<file path="config.mk">
export PLATFORM = sky130hd
export DESIGN_NAME = mem_arbiter
export DESIGN_NICKNAME = d
export VERILOG_FILES = /design/src/rtl/mem_arbiter.sv
export SDC_FILE = /design/constraint.sdc
export NUM_CORES = 1
export LEC_CHECK = 0
export BUFFER_PORTS_ARGS = -buffer_cell sky130_fd_sc_hd__buf_2
export CAP_MARGIN = 20
export CORE_AREA = 2 2 61 63
export CTS_CLUSTER_DIAMETER = 80
export DETAILED_ROUTE_END_ITERATION = 10
export DIE_AREA = 0 0 63 65
export GPL_TIMING_DRIVEN = 0
export PLACE_DENSITY = 0.79
export SETUP_SLACK_MARGIN = 0.2
export SLEW_MARGIN = 20
export SYNTH_ARGS = -nofsm -noshare
export SYNTH_HDL_FRONTEND = slang
export SYNTH_SLANG_ARGS = --single-unit
</file>
<file path="constraint.sdc">
create_clock -name clk -period 2.45 [get_ports clk]
set_clock_uncertainty 0.05 [all_clocks]
set_input_delay 0.1225 -clock clk [delete_from_list [all_inputs] [get_ports clk]]
set_output_delay 0.1225 -clock clk [all_outputs]
set_load 0.005 [all_outputs]
</file>
<file path="src/rtl/mem_arbiter.sv">
// Two-master arbiter for a single-port RAM: last-served tie-break, back-to-back handover between owners.
// Optional burst limit preempts an owner after BURST_MAX transfers; enabled by defining ARB_BURST_LIMIT_EN.
module mem_arbiter #(
    parameter int AW        = 16,
    parameter int DW        = 16,
    parameter int BURST_MAX = 8
) (
    input  logic          clk,
    input  logic          rst,
    input  logic          m0_req,
    input  logic          m1_req,
    input  logic [AW-1:0] m0_addr,
    input  logic [AW-1:0] m1_addr,
    input  logic [DW-1:0] m0_wdata,
    input  logic [DW-1:0] m1_wdata,
    input  logic          m0_we,
    input  logic          m1_we,
    output logic          m0_gnt,
    output logic          m1_gnt,
    output logic          m0_rvalid,
    output logic          m1_rvalid,
    output logic [DW-1:0] rdata,
    output logic [AW-1:0] mem_addr,
    output logic [DW-1:0] mem_wdata,
    output logic          mem_we,
    input  logic [DW-1:0] mem_rdata
);

    // state | meaning
    // IDLE  | no owner, RAM side driven to zero
    // OWN0  | m0 owns the bus, m0_gnt=1
    // OWN1  | m1 owns the bus, m1_gnt=1
    typedef enum logic [1:0] {
        IDLE = 2'd0,
        OWN0 = 2'd1,
        OWN1 = 2'd2
    } state_t;

    if (BURST_MAX < 2 || BURST_MAX > 255) begin : g_burst_max_check
        $error("mem_arbiter: BURST_MAX must be in 2..255");
    end

    state_t state;
    state_t state_next;
    logic   last_m1;
    logic   xfer0;
    logic   xfer1;
    logic   owner_we;
    logic   entering;
    logic   burst_done;
    logic   rd_pend;
    logic   rd_tag;

    assign m0_gnt = (state == OWN0);
    assign m1_gnt = (state == OWN1);
    assign xfer0  = m0_gnt && m0_req;
    assign xfer1  = m1_gnt && m1_req;
    assign rdata  = mem_rdata;

    always_comb begin
        mem_addr  = '0;
        mem_wdata = '0;
        owner_we  = 1'b0;
        case (state)
            OWN0: begin
                mem_addr  = m0_addr;
                mem_wdata = m0_wdata;
                owner_we  = m0_we;
            end
            OWN1: begin
                mem_addr  = m1_addr;
                mem_wdata = m1_wdata;
                owner_we  = m1_we;
            end
            default: begin
                mem_addr  = '0;
                mem_wdata = '0;
                owner_we  = 1'b0;
            end
        endcase
    end

    assign mem_we = (xfer0 || xfer1) && owner_we;

`ifdef ARB_BURST_LIMIT_EN
    localparam logic [7:0] BURST_LAST = 8'(BURST_MAX - 1);

    logic [7:0] xfer_cnt;

    // burst_done flags that the transfer in progress is at least the BURST_MAX-th
    assign burst_done = (xfer_cnt >= BURST_LAST);

    always_ff @(posedge clk or posedge rst) begin
        if (rst) begin
            xfer_cnt <= 8'd0;
        end else if (entering) begin
            xfer_cnt <= 8'd0;
        end else if ((xfer0 || xfer1) && (xfer_cnt != 8'hFF)) begin
            xfer_cnt <= xfer_cnt + 8'd1;
        end
    end
`else
    assign burst_done = 1'b0;
`endif

    always_comb begin
        state_next = state;
        case (state)
            IDLE: begin
                if (m0_req && m1_req) begin
                    state_next = last_m1 ? OWN0 : OWN1;
                end else if (m0_req) begin
                    state_next = OWN0;
                end else if (m1_req) begin
                    state_next = OWN1;
                end
            end
            OWN0: begin
                if (!m0_req) begin
                    state_next = m1_req ? OWN1 : IDLE;
                end else if (burst_done && m1_req) begin
                    state_next = OWN1;
                end
            end
            OWN1: begin
                if (!m1_req) begin
                    state_next = m0_req ? OWN0 : IDLE;
                end else if (burst_done && m0_req) begin
                    state_next = OWN0;
                end
            end
            default: state_next = IDLE;
        endcase
    end

    assign entering = (state_next != state) && (state_next != IDLE);

    always_ff @(posedge clk or posedge rst) begin
        if (rst) begin
            state <= IDLE;
        end else begin
            state <= state_next;
        end
    end

    // last_m1 resets high so m0 wins the first tie
    always_ff @(posedge clk or posedge rst) begin
        if (rst) begin
            last_m1 <= 1'b1;
        end else if (entering) begin
            last_m1 <= (state_next == OWN1);
        end
    end

    // The tag records who issued the read, so rvalid follows a handover correctly
    always_ff @(posedge clk or posedge rst) begin
        if (rst) begin
            rd_pend <= 1'b0;
            rd_tag  <= 1'b0;
        end else begin
            rd_pend <= (xfer0 || xfer1) && !owner_we;
            rd_tag  <= m1_gnt;
        end
    end

    assign m0_rvalid = rd_pend && !rd_tag;
    assign m1_rvalid = rd_pend && rd_tag;

endmodule

</file>
Word level (Yosys, flattened, before mapping)
Index checks and enable logic that the tools add are counted.
{"block": "totals", "elab_cells": 33, "reg_bits": 5, "output_inout_bits": 53, "inputBits": 86}
{"block": "op_classes", "n_mux": 12, "eq_ne": 4, "reduce_logical": 13}
{"op": "16-bit case mux with 2 select lines", "n": 2}
{"op": "2-bit two-way mux", "n": 7}
{"op": "1-bit logical AND", "n": 8}
{"op": "2-bit case mux with 3 select lines", "n": 1}
{"op": "2-bit == test, second input constant", "n": 2}
{"op": "2-bit by 1-bit == test with 1-bit output, second input constant", "n": 1}
{"op": "1-bit zero test", "n": 2}
{"op": "2-bit zero test", "n": 1}
{"op": "2-bit inequality test", "n": 1}
{"op": "1-bit case mux with 2 select lines", "n": 1}
{"op": "2-bit nonzero test", "n": 1}
{"op": "1-bit logical OR", "n": 1}
{"op": "1-bit two-way mux", "n": 1}

Depth between registers and ports, before layout
Gate-level depths: netlist of the first run.
{"block": "depth", "depth_word": 6, "ltp_mapped": 8, "depth_no_buf": 7}

Worst setup path after synthesis of the first run
OpenSTA, ideal clock, no wires.
{"block": "synth_path", "path_type": "register -> register", "from": "register state[1]", "to": "register last_m1", "slack_ns": 0.678, "path_buffers": 1, "stages_incl_launch_ff": 9, "required_time_ns": 2.310, "arrival_time_ns": 1.632, "period_less_slack_ns": 1.772, "setup_ns": 0.090, "cell_sequence": "dfrtp_1 -> inv_1 -> ha_1 -> buf_2 -> a22oi_2 -> o22a_1 -> a21oi_2 -> nor3b_1 -> nor4_2"}
{"block": "synth_via", "elab_chain_len": 6, "elab_cells_between_ends": 13, "classes_between": "eq/ne (4); mux (6); reduce/logical (3)"}
{"item": "start, declared", "line": "43", "rtl": "state_t state;"}
{"item": "start signal, assigned", "line": "142", "rtl": "state <= state_next;"}
{"item": "2-bit two-way mux", "line": "114", "rtl": "end else if (m1_req) begin"}
{"item": "2-bit two-way mux", "line": "112", "rtl": "end else if (m0_req) begin"}
{"item": "2-bit two-way mux", "line": "110", "rtl": "if (m0_req && m1_req) begin"}
{"item": "2-bit case mux with 3 select lines *", "line": "108", "rtl": "case (state)"}
{"item": "via state_next[1]", "line": "44", "rtl": "state_t state_next;"}
{"item": "2-bit inequality test / 2-bit nonzero test (equally long branches)", "line": "136", "rtl": "assign entering = (state_next != state) && (state_next != IDLE);"}
{"item": "1-bit logical AND", "line": "136"}
{"item": "end signal, assigned", "line": "151", "rtl": "last_m1 <= (state_next == OWN1);"}
{"item": "end, declared", "line": "45", "rtl": "logic last_m1;"}
Mark *: on every way through the listed nets, which the timed path passes. The rest lies on a longest branch.
A chain may end at the register's enable or synchronous reset.

Final worst setup path of the first run
Ends and elaborated chain as after synthesis.

==> key figures, run 1 <==
Worst setup path
  – Worst Setup End Kind: flop
  – Req. time, crit path: 2550 ps
  – Crit path max fanout: 8
  – WP buf/inv: 2
  – Max incr delay on CP: 460 ps
  – Critical path's slowest cell: dfrtp_1
  – Path type of the worst setup path: reg2reg
  – CP cell instances: inv_1, ha_1, buf_2, a22oi_2, o22a_1, a21oi_2, nor3b_1, nor4_2
  – Critical path's top delay family: compound AO/OA/AOI/OAI gates
  – Critical Path AT: 2190 ps
  – CP Launch Type: flop

Floorplan
  – Die footprint: 0.00410 mm²
  – CORE AREA: 0.00350 mm²
  – Die Y: 65 µm
  – I/O pin count: around 140
  – Initial core utilization: 28.8%
  – Row count: 22
  – Die width: 63 µm

Yosys
  – Synth top area share: between 20% and 30%
  – Syn. warnings: 0
  – Synth cell types: 27
  – #FFs+latches synth: 5
  – Syn_nets: approximately 220
  – Ys flop type: dfrtp_1
  – Leading post-synthesis cells by cell area: a22oi_1 24%, nor2b_1 21%, buf_4 12%
  – Mean Syn Cell Area: 7.63 µm²
  – Sequential element share of the synthesized area: 12.5%
  – Synth Cell Area: 0.00101 mm²
  – Most common cell in the netlist: nor2b_1
  – Synth cell count leaders: 34 x nor2b_1, 32 x a22oi_1, 16 x buf_4
  – Cell taking the most area after synthesis: a22oi_1
  – Syn Inst Count: 132
  – Post-synth EDFFs: 0
  – Async SR Flop Fraction: 100%

Placement
  – Count of buffers from port buffering: between 100 and 150
  – DP Area: around 0.0017 mm²
  – GP Congestion: 0.744
  – HPWL after detailed placement: 2880 µm

Global route
  – Vias in the first global route: 1234
  – Largest net degree at the start of global routing: 11
  – Grt ovf: 0
  – Global Route Usage Sum: 15.2%
  – Initial antenna violation count: 0
  – First-pass GRT wire length: ~5000 µm

CTS
  – CTS tree: yes
  – H-Tree Depth: 1
  – Post CTS Setup Buffer Count: 0
  – CTS clk-pin slew, worst paths: 40 ps
  – Clock latency on the worst-skew pair: around 240 ps
  – Clock buffer depth: 2
  – CTS Buf Count: 3
  – CTS Root Cell: clkbuf_4
  – Clk sinks: 5

Finish
  – Final instance area: around 0.0017 mm²
  – Final net count: 352
  – Synth-to-Final Area Change: 71.6%
  – Share of cells above drive strength 1: around 62%
  – Antenna diodes: 0

STA
  – Slew Viols, Final: 0
  – Setup violators final: 0
  – Fin crit share: a little under nine tenths
  – Endpoints failing hold: 0
  – Unrepaired setup endpoints after global routing: no
  – Transition time of the tightest slew-check pin: 370 ps
  – Final setup TNS: 0 ps
  – Min cycle time layout: 2090 ps
  – Relative slew slack: ~75%
  – FMAX: about 480 MHz

Route
  – DRC: 0
  – Post-DR vias/cell: ~4.6
  – Post-route ant nets: 0
  – Final wirelength: 3610 µm
  – Average wire per standard cell: 11.8 µm
  – Vias: 1420
  – Initial DRC Count: 33
  – Drt pass-1 iters: 4

Hold path
  – Hold Path Class: in2reg

Power
  – Leak pwr: 0.961 nW
  – Worst VDD drop: 333 µV
  – Pwr dens: 873 mW/mm²

Flow run
  – Max-Cap Viols: 0

Outcome
  – Outcome: finished, final reports clean
==> flip-flops by register name, summed over array words and instances, names as in the netlist <==
register and cells:
rd_pend 1, last_m1 1, state 2, rd_tag 1
==> path summary, 6_finish.rpt <==
| path | from | to | slack, ps | cells past startpoint |
|---|---|---|---|---|
| min | m0_we | rd_pend$_DFF_PP0_ | 150 | 3 |
| min in group asynchronous | rst | state[1]$_DFF_PP0_ | 260 | 3 |
| max in group asynchronous | rst | last_m1$_DFFE_PP1P_ | 1860 | 3 |
| min reg2reg | last_m1$_DFFE_PP1P_ | last_m1$_DFFE_PP1P_ | 550 | 2 |
| max | state[1]$_DFF_PP0_ | last_m1$_DFFE_PP1P_ | 360 | 8 |
| max reg2reg | state[1]$_DFF_PP0_ | last_m1$_DFFE_PP1P_ | 360 | 8 |
==> through the flow <==
stage	setup WS [ps]	power, W	util, %	hold WS (ps)	std cells
2_1_floorplan	678	0.000962	-	-150	132
3_3_place_gp	344	0.00137	48.0	-33.0	302
3_5_place_dp	286	0.00139	48.0	-33.1	302
4_1_cts	250	0.00151	49.2	150	307
5_1_grt	222	0.00167	49.4	182	307
6_report	363	0.00151	49.4	152	307
==> timing repair <==
action                     4_1_cts  5_1_grt
setup endpoints to repair       30       32
hold buffers                     1        0
hold endpoints to repair         5        0
resized for setup                4       13
gates cloned                     0        0
==> cell type report <==
class	count	area [µm²]
fill	376	1770
multi-input combinational	97	707
timing repair buffer	123	621
buffer	27	175
sequential	5	128
tap	48	60.1
clock buffer	4	26.3
inverter	3	11.3
==> worst register-to-register path, cell delays in order (launching register included) <==
cell	delay, ps
dfrtp_1	460
inv_1	180
ha_1	160
buf_2	190
a22oi_2	100
o22a_1	200
a21oi_2	210
nor3b_1	360
nor4_2	100
==> per-layer routing <==
| metal | routed length (µm) | global-route usage, % |
|---|---|---|
| met1 | 1480 | 19.5 |
| met2 | 1810 | 25.7 |
| met4 | 17 | 3.89 |
| met3 | 306 | 3.47 |
| met5 | 0 | 0 |
==> layout by cell type (no fill, tap or decap), types with 2 or more instances in the layout <==
master / instances
nor2_1: 3
inv_1: 3
buf_4: 16
o21ai_1: 2
clkbuf_2: 9
a21oi_1: 3
clkbuf_4: 3
a22oi_1: 32
buf_2: 124
nand2_1: 4
dfrtp_1: 3
nor2b_1: 34
ha_1: 6
==> power by group <==
group          switching [W]   total, W  internal [W]
registers          0.0000465   0.000174      0.000127
logic               0.000617    0.00124      0.000622
clock network      0.0000333  0.0000948     0.0000615
total               0.000697    0.00151      0.000811
==> logic make-up (layout without fill, tap and decap cells) <==
kind of cell	count (synthesis)	count (layout)	synth area share [%]
simple gates	46	46	27.6
buf+inv	30	157	17.3
fa+ha+maj	6	6	7.45
mux	1	1	1.49
compound gates	44	44	33.7
flops	5	5	12.5
Power figures use the tool's default switching activity.
==> inputs of run 2 (changes only) <==
==> config.mk (replaced) <==
export PLATFORM = sky130hd
export DESIGN_NAME = mem_arbiter
export DESIGN_NICKNAME = d
export VERILOG_FILES = /design/src/rtl/mem_arbiter.sv
export SDC_FILE = /design/constraint.sdc
export NUM_CORES = 1
export LEC_CHECK = 0
export BUFFER_PORTS_ARGS = -buffer_cell sky130_fd_sc_hd__clkbuf_2
export CAP_MARGIN = 20
export CORE_AREA = 2 2 59 61
export CTS_CLUSTER_DIAMETER = 80
export DETAILED_ROUTE_END_ITERATION = 10
export DIE_AREA = 0 0 61 63
export GPL_TIMING_DRIVEN = 0
export PLACE_DENSITY = 0.84
export SETUP_SLACK_MARGIN = 0.2
export SLEW_MARGIN = 20
export SYNTH_ARGS = -nofsm -noshare
export SYNTH_HDL_FRONTEND = slang
export SYNTH_SLANG_ARGS = --single-unit
==> constraint.sdc (replaced) <==
create_clock -name clk -period 2.53 [get_ports clk]
set_clock_uncertainty 0.05 [all_clocks]
set_input_delay 0.1265 -clock clk [delete_from_list [all_inputs] [get_ports clk]]
set_output_delay 0.1265 -clock clk [all_outputs]
set_load 0.005 [all_outputs]
==> run 2 against run 1 <==
Effect of this change: wire length is 3.5% lower; global-route usage increased by 1.5 points; register-to-register slack better by 200 ps; critical path depth shrank 3; largest power group unchanged.
==> key figures, run 2 (synthesis results as in run 1) <==
Outcome
  – Outcome: finished, final reports clean

CTS
  – CTS clk-pin slew, worst paths: approximately 50 ps
  – Clock buffer depth: 2
  – Clk sinks: 5
  – Post CTS Setup Buffer Count: 0
  – CTS Root Cell: clkbuf_4
  – CTS Buf Count: 3
  – H-Tree Depth: 1
  – Clock latency on the worst-skew pair: 240 ps
  – CTS tree: yes

Worst setup path
  – Max incr delay on CP: 480 ps
  – Critical path's slowest cell: dfrtp_1
  – Path type of the worst setup path: reg2out
  – Worst Setup End Kind: output port
  – Crit path max fanout: 10
  – CP cell instances: inv_1, ha_1, clkbuf_1, nor2b_1, clkbuf_2
  – Critical Path AT: about 1900 ps
  – Req. time, crit path: 2350 ps
  – CP Launch Type: flop

Global route
  – First-pass GRT wire length: 5180 µm
  – Initial antenna violation count: 0
  – Vias in the first global route: roughly 1200
  – Largest net degree at the start of global routing: 11
  – Global Route Usage Sum: between 15 and 20%
  – M2 GR Usage: between 30% and 40%
  – Met3 Usage GRT: 2.48%
  – GRT Max-Usage Layer: met2
  – Grt ovf: 0
  – Met1 Use GR: between 15 and 20%

Floorplan
  – Initial core utilization: 31.2%
  – Die width: approximately 61 µm
  – Die Y: 63 µm
  – CORE AREA: around 0.0032 mm²
  – Die footprint: between 0.003 and 0.004 mm²
  – I/O pin count: 139
  – Row count: 21

STA
  – Final setup TNS: 0 ps
  – Transition time of the tightest slew-check pin: 342 ps
  – FMAX: about 470 MHz
  – Hold_ws: 152 ps
  – Relative slew slack: 77.0%
  – Endpoints failing hold: 0
  – Unrepaired setup endpoints after global routing: yes
  – Fin crit share: 83.6%
  – Slew Viols, Final: 0
  – Setup violators final: 0
  – Min cycle time layout: roughly 2100 ps

Route
  – Post-route ant nets: 0
  – Initial DRC Count: 53
  – Average wire per standard cell: about 11 µm
  – DRC: 0
  – Vias: 1392
  – Drt pass-1 iters: 4
  – Post-DR vias/cell: 4.56
  – Final wirelength: 3480 µm

Finish
  – Commonest non-fill, non-tap cell in the layout: clkbuf_2
  – Final instance area: between 0.0015 and 0.002 mm²
  – Antenna diodes: 0
  – Synth-to-Final Area Change: 70.9%
  – Most frequent cells in the layout: 130 x clkbuf_2, 34 x nor2b_1, 32 x a22oi_1
  – Count of non-filler cells in the finished layout: 305
  – Max reg flops: 2
  – Biggest register: state
  – Share of cells above drive strength 1: 61.0%
  – Final net count: 352

Hold path
  – Hold Path Class: in2reg

Placement
  – HPWL after detailed placement: 2950 µm
  – GP Congestion: between 0.7 and 0.8
  – Count of buffers from port buffering: between 100 and 150
  – DP Area: 0.00168 mm²
  – Placed cell count: 300

Power
  – Worst VDD drop: 335 µV
  – Clk pwr share: between 6 and 7%
  – Net Sw Power: 0.000667 W
  – Sequential share of power: between 10% and 20%
  – Leak pwr: between 0.9 and 1 nW
  – Sw frac: 46.2%
  – P_int: 0.000777 W
  – Gate power share: 82.1%
  – Overall power: 0.00144 W
  – Pwr dens: approximately 840 mW/mm²

Flow run
  – Max-Cap Viols: 0
-- run 2: cell types whose count changed in the layout (fill, tap and decap cells not counted) --
cell	delta
dfrtp_2	-1
dfrtp_1	+1
clkbuf_1	+2
buf_2	-123
clkbuf_2	+121
-- run 2: area by class of cell --
class | count | area, µm²
Sequential cell | 5 | 126
Clock buffer | 4 | 26.3
Multi-Input combinational cell | 97 | 707
Timing Repair Buffer | 123 | 621
Fill cell | 323 | 1510
Buffer | 27 | 173
Inverter | 3 | 11.3
Tap cell | 46 | 57.6
-- run 2: critical path: cells and delay by family (launching register included) --
family	cells	cell delay [ps]
DFF	1	480
adders and majority gates	1	420
and+or+nand+nor	1	190
buffers and inverters	3	600
-- run 2: power groups by stage --
stage / clock [W] / combinational, W / sequential (W)
floorplan: 0 / 0.000780 / 0.000151
global placement: 0 / 0.00116 / 0.000163
detailed placement: 0 / 0.00118 / 0.000162
CTS: 0.0000992 / 0.00119 / 0.000163
global route: 0.000104 / 0.00134 / 0.000171
finish: 0.0000950 / 0.00119 / 0.000163
-- run 2: final timing paths --
path	endpoint	slack, ps	cells past startpoint	start
worst min-delay path	rd_pend$_DFF_PP0_	150	3	m0_we
max in group asynchronous	last_m1$_DFFE_PP1P_	1940	3	rst
min in group asynchronous	rd_pend$_DFF_PP0_	260	3	rst
worst max register to register	last_m1$_DFFE_PP1P_	560	8	state[1]$_DFF_PP0_
worst max-delay path	mem_wdata[11]	420	5	state[0]$_DFF_PP0_
worst min register to register	last_m1$_DFFE_PP1P_	540	2	last_m1$_DFFE_PP1P_
-- run 2: through the flow --
| stage | util [%] | setup slack, ps |
|---|---|---|
| finish | 53.3 | 415 |
| global route | 53.3 | 177 |
| CTS | 53.1 | 290 |
| detailed placement | 51.8 | 424 |
| global placement | 51.8 | 451 |
| floorplan | - | 758 |
-- run 2: what timing repair did --
| item | 4_1_cts | 5_1_grt |
|---|---|---|
| setup endpoints to repair | 23 | 31 |
| resized for setup | 3 | 9 |
| gates cloned | 0 | 0 |
| hold buffers | 1 | 0 |
| hold endpoints to repair | 5 | 0 |
-- run 2: metal layers --
metal  share of wire [%]  vias to the layer above  wire length (µm)
li1                    -                      710                 -
met1                  40                      611              1380
met2                  52                       71              1820
met3                 8.1                        0               282
met4                   0                        0                 0
met5                   0                        -                 0
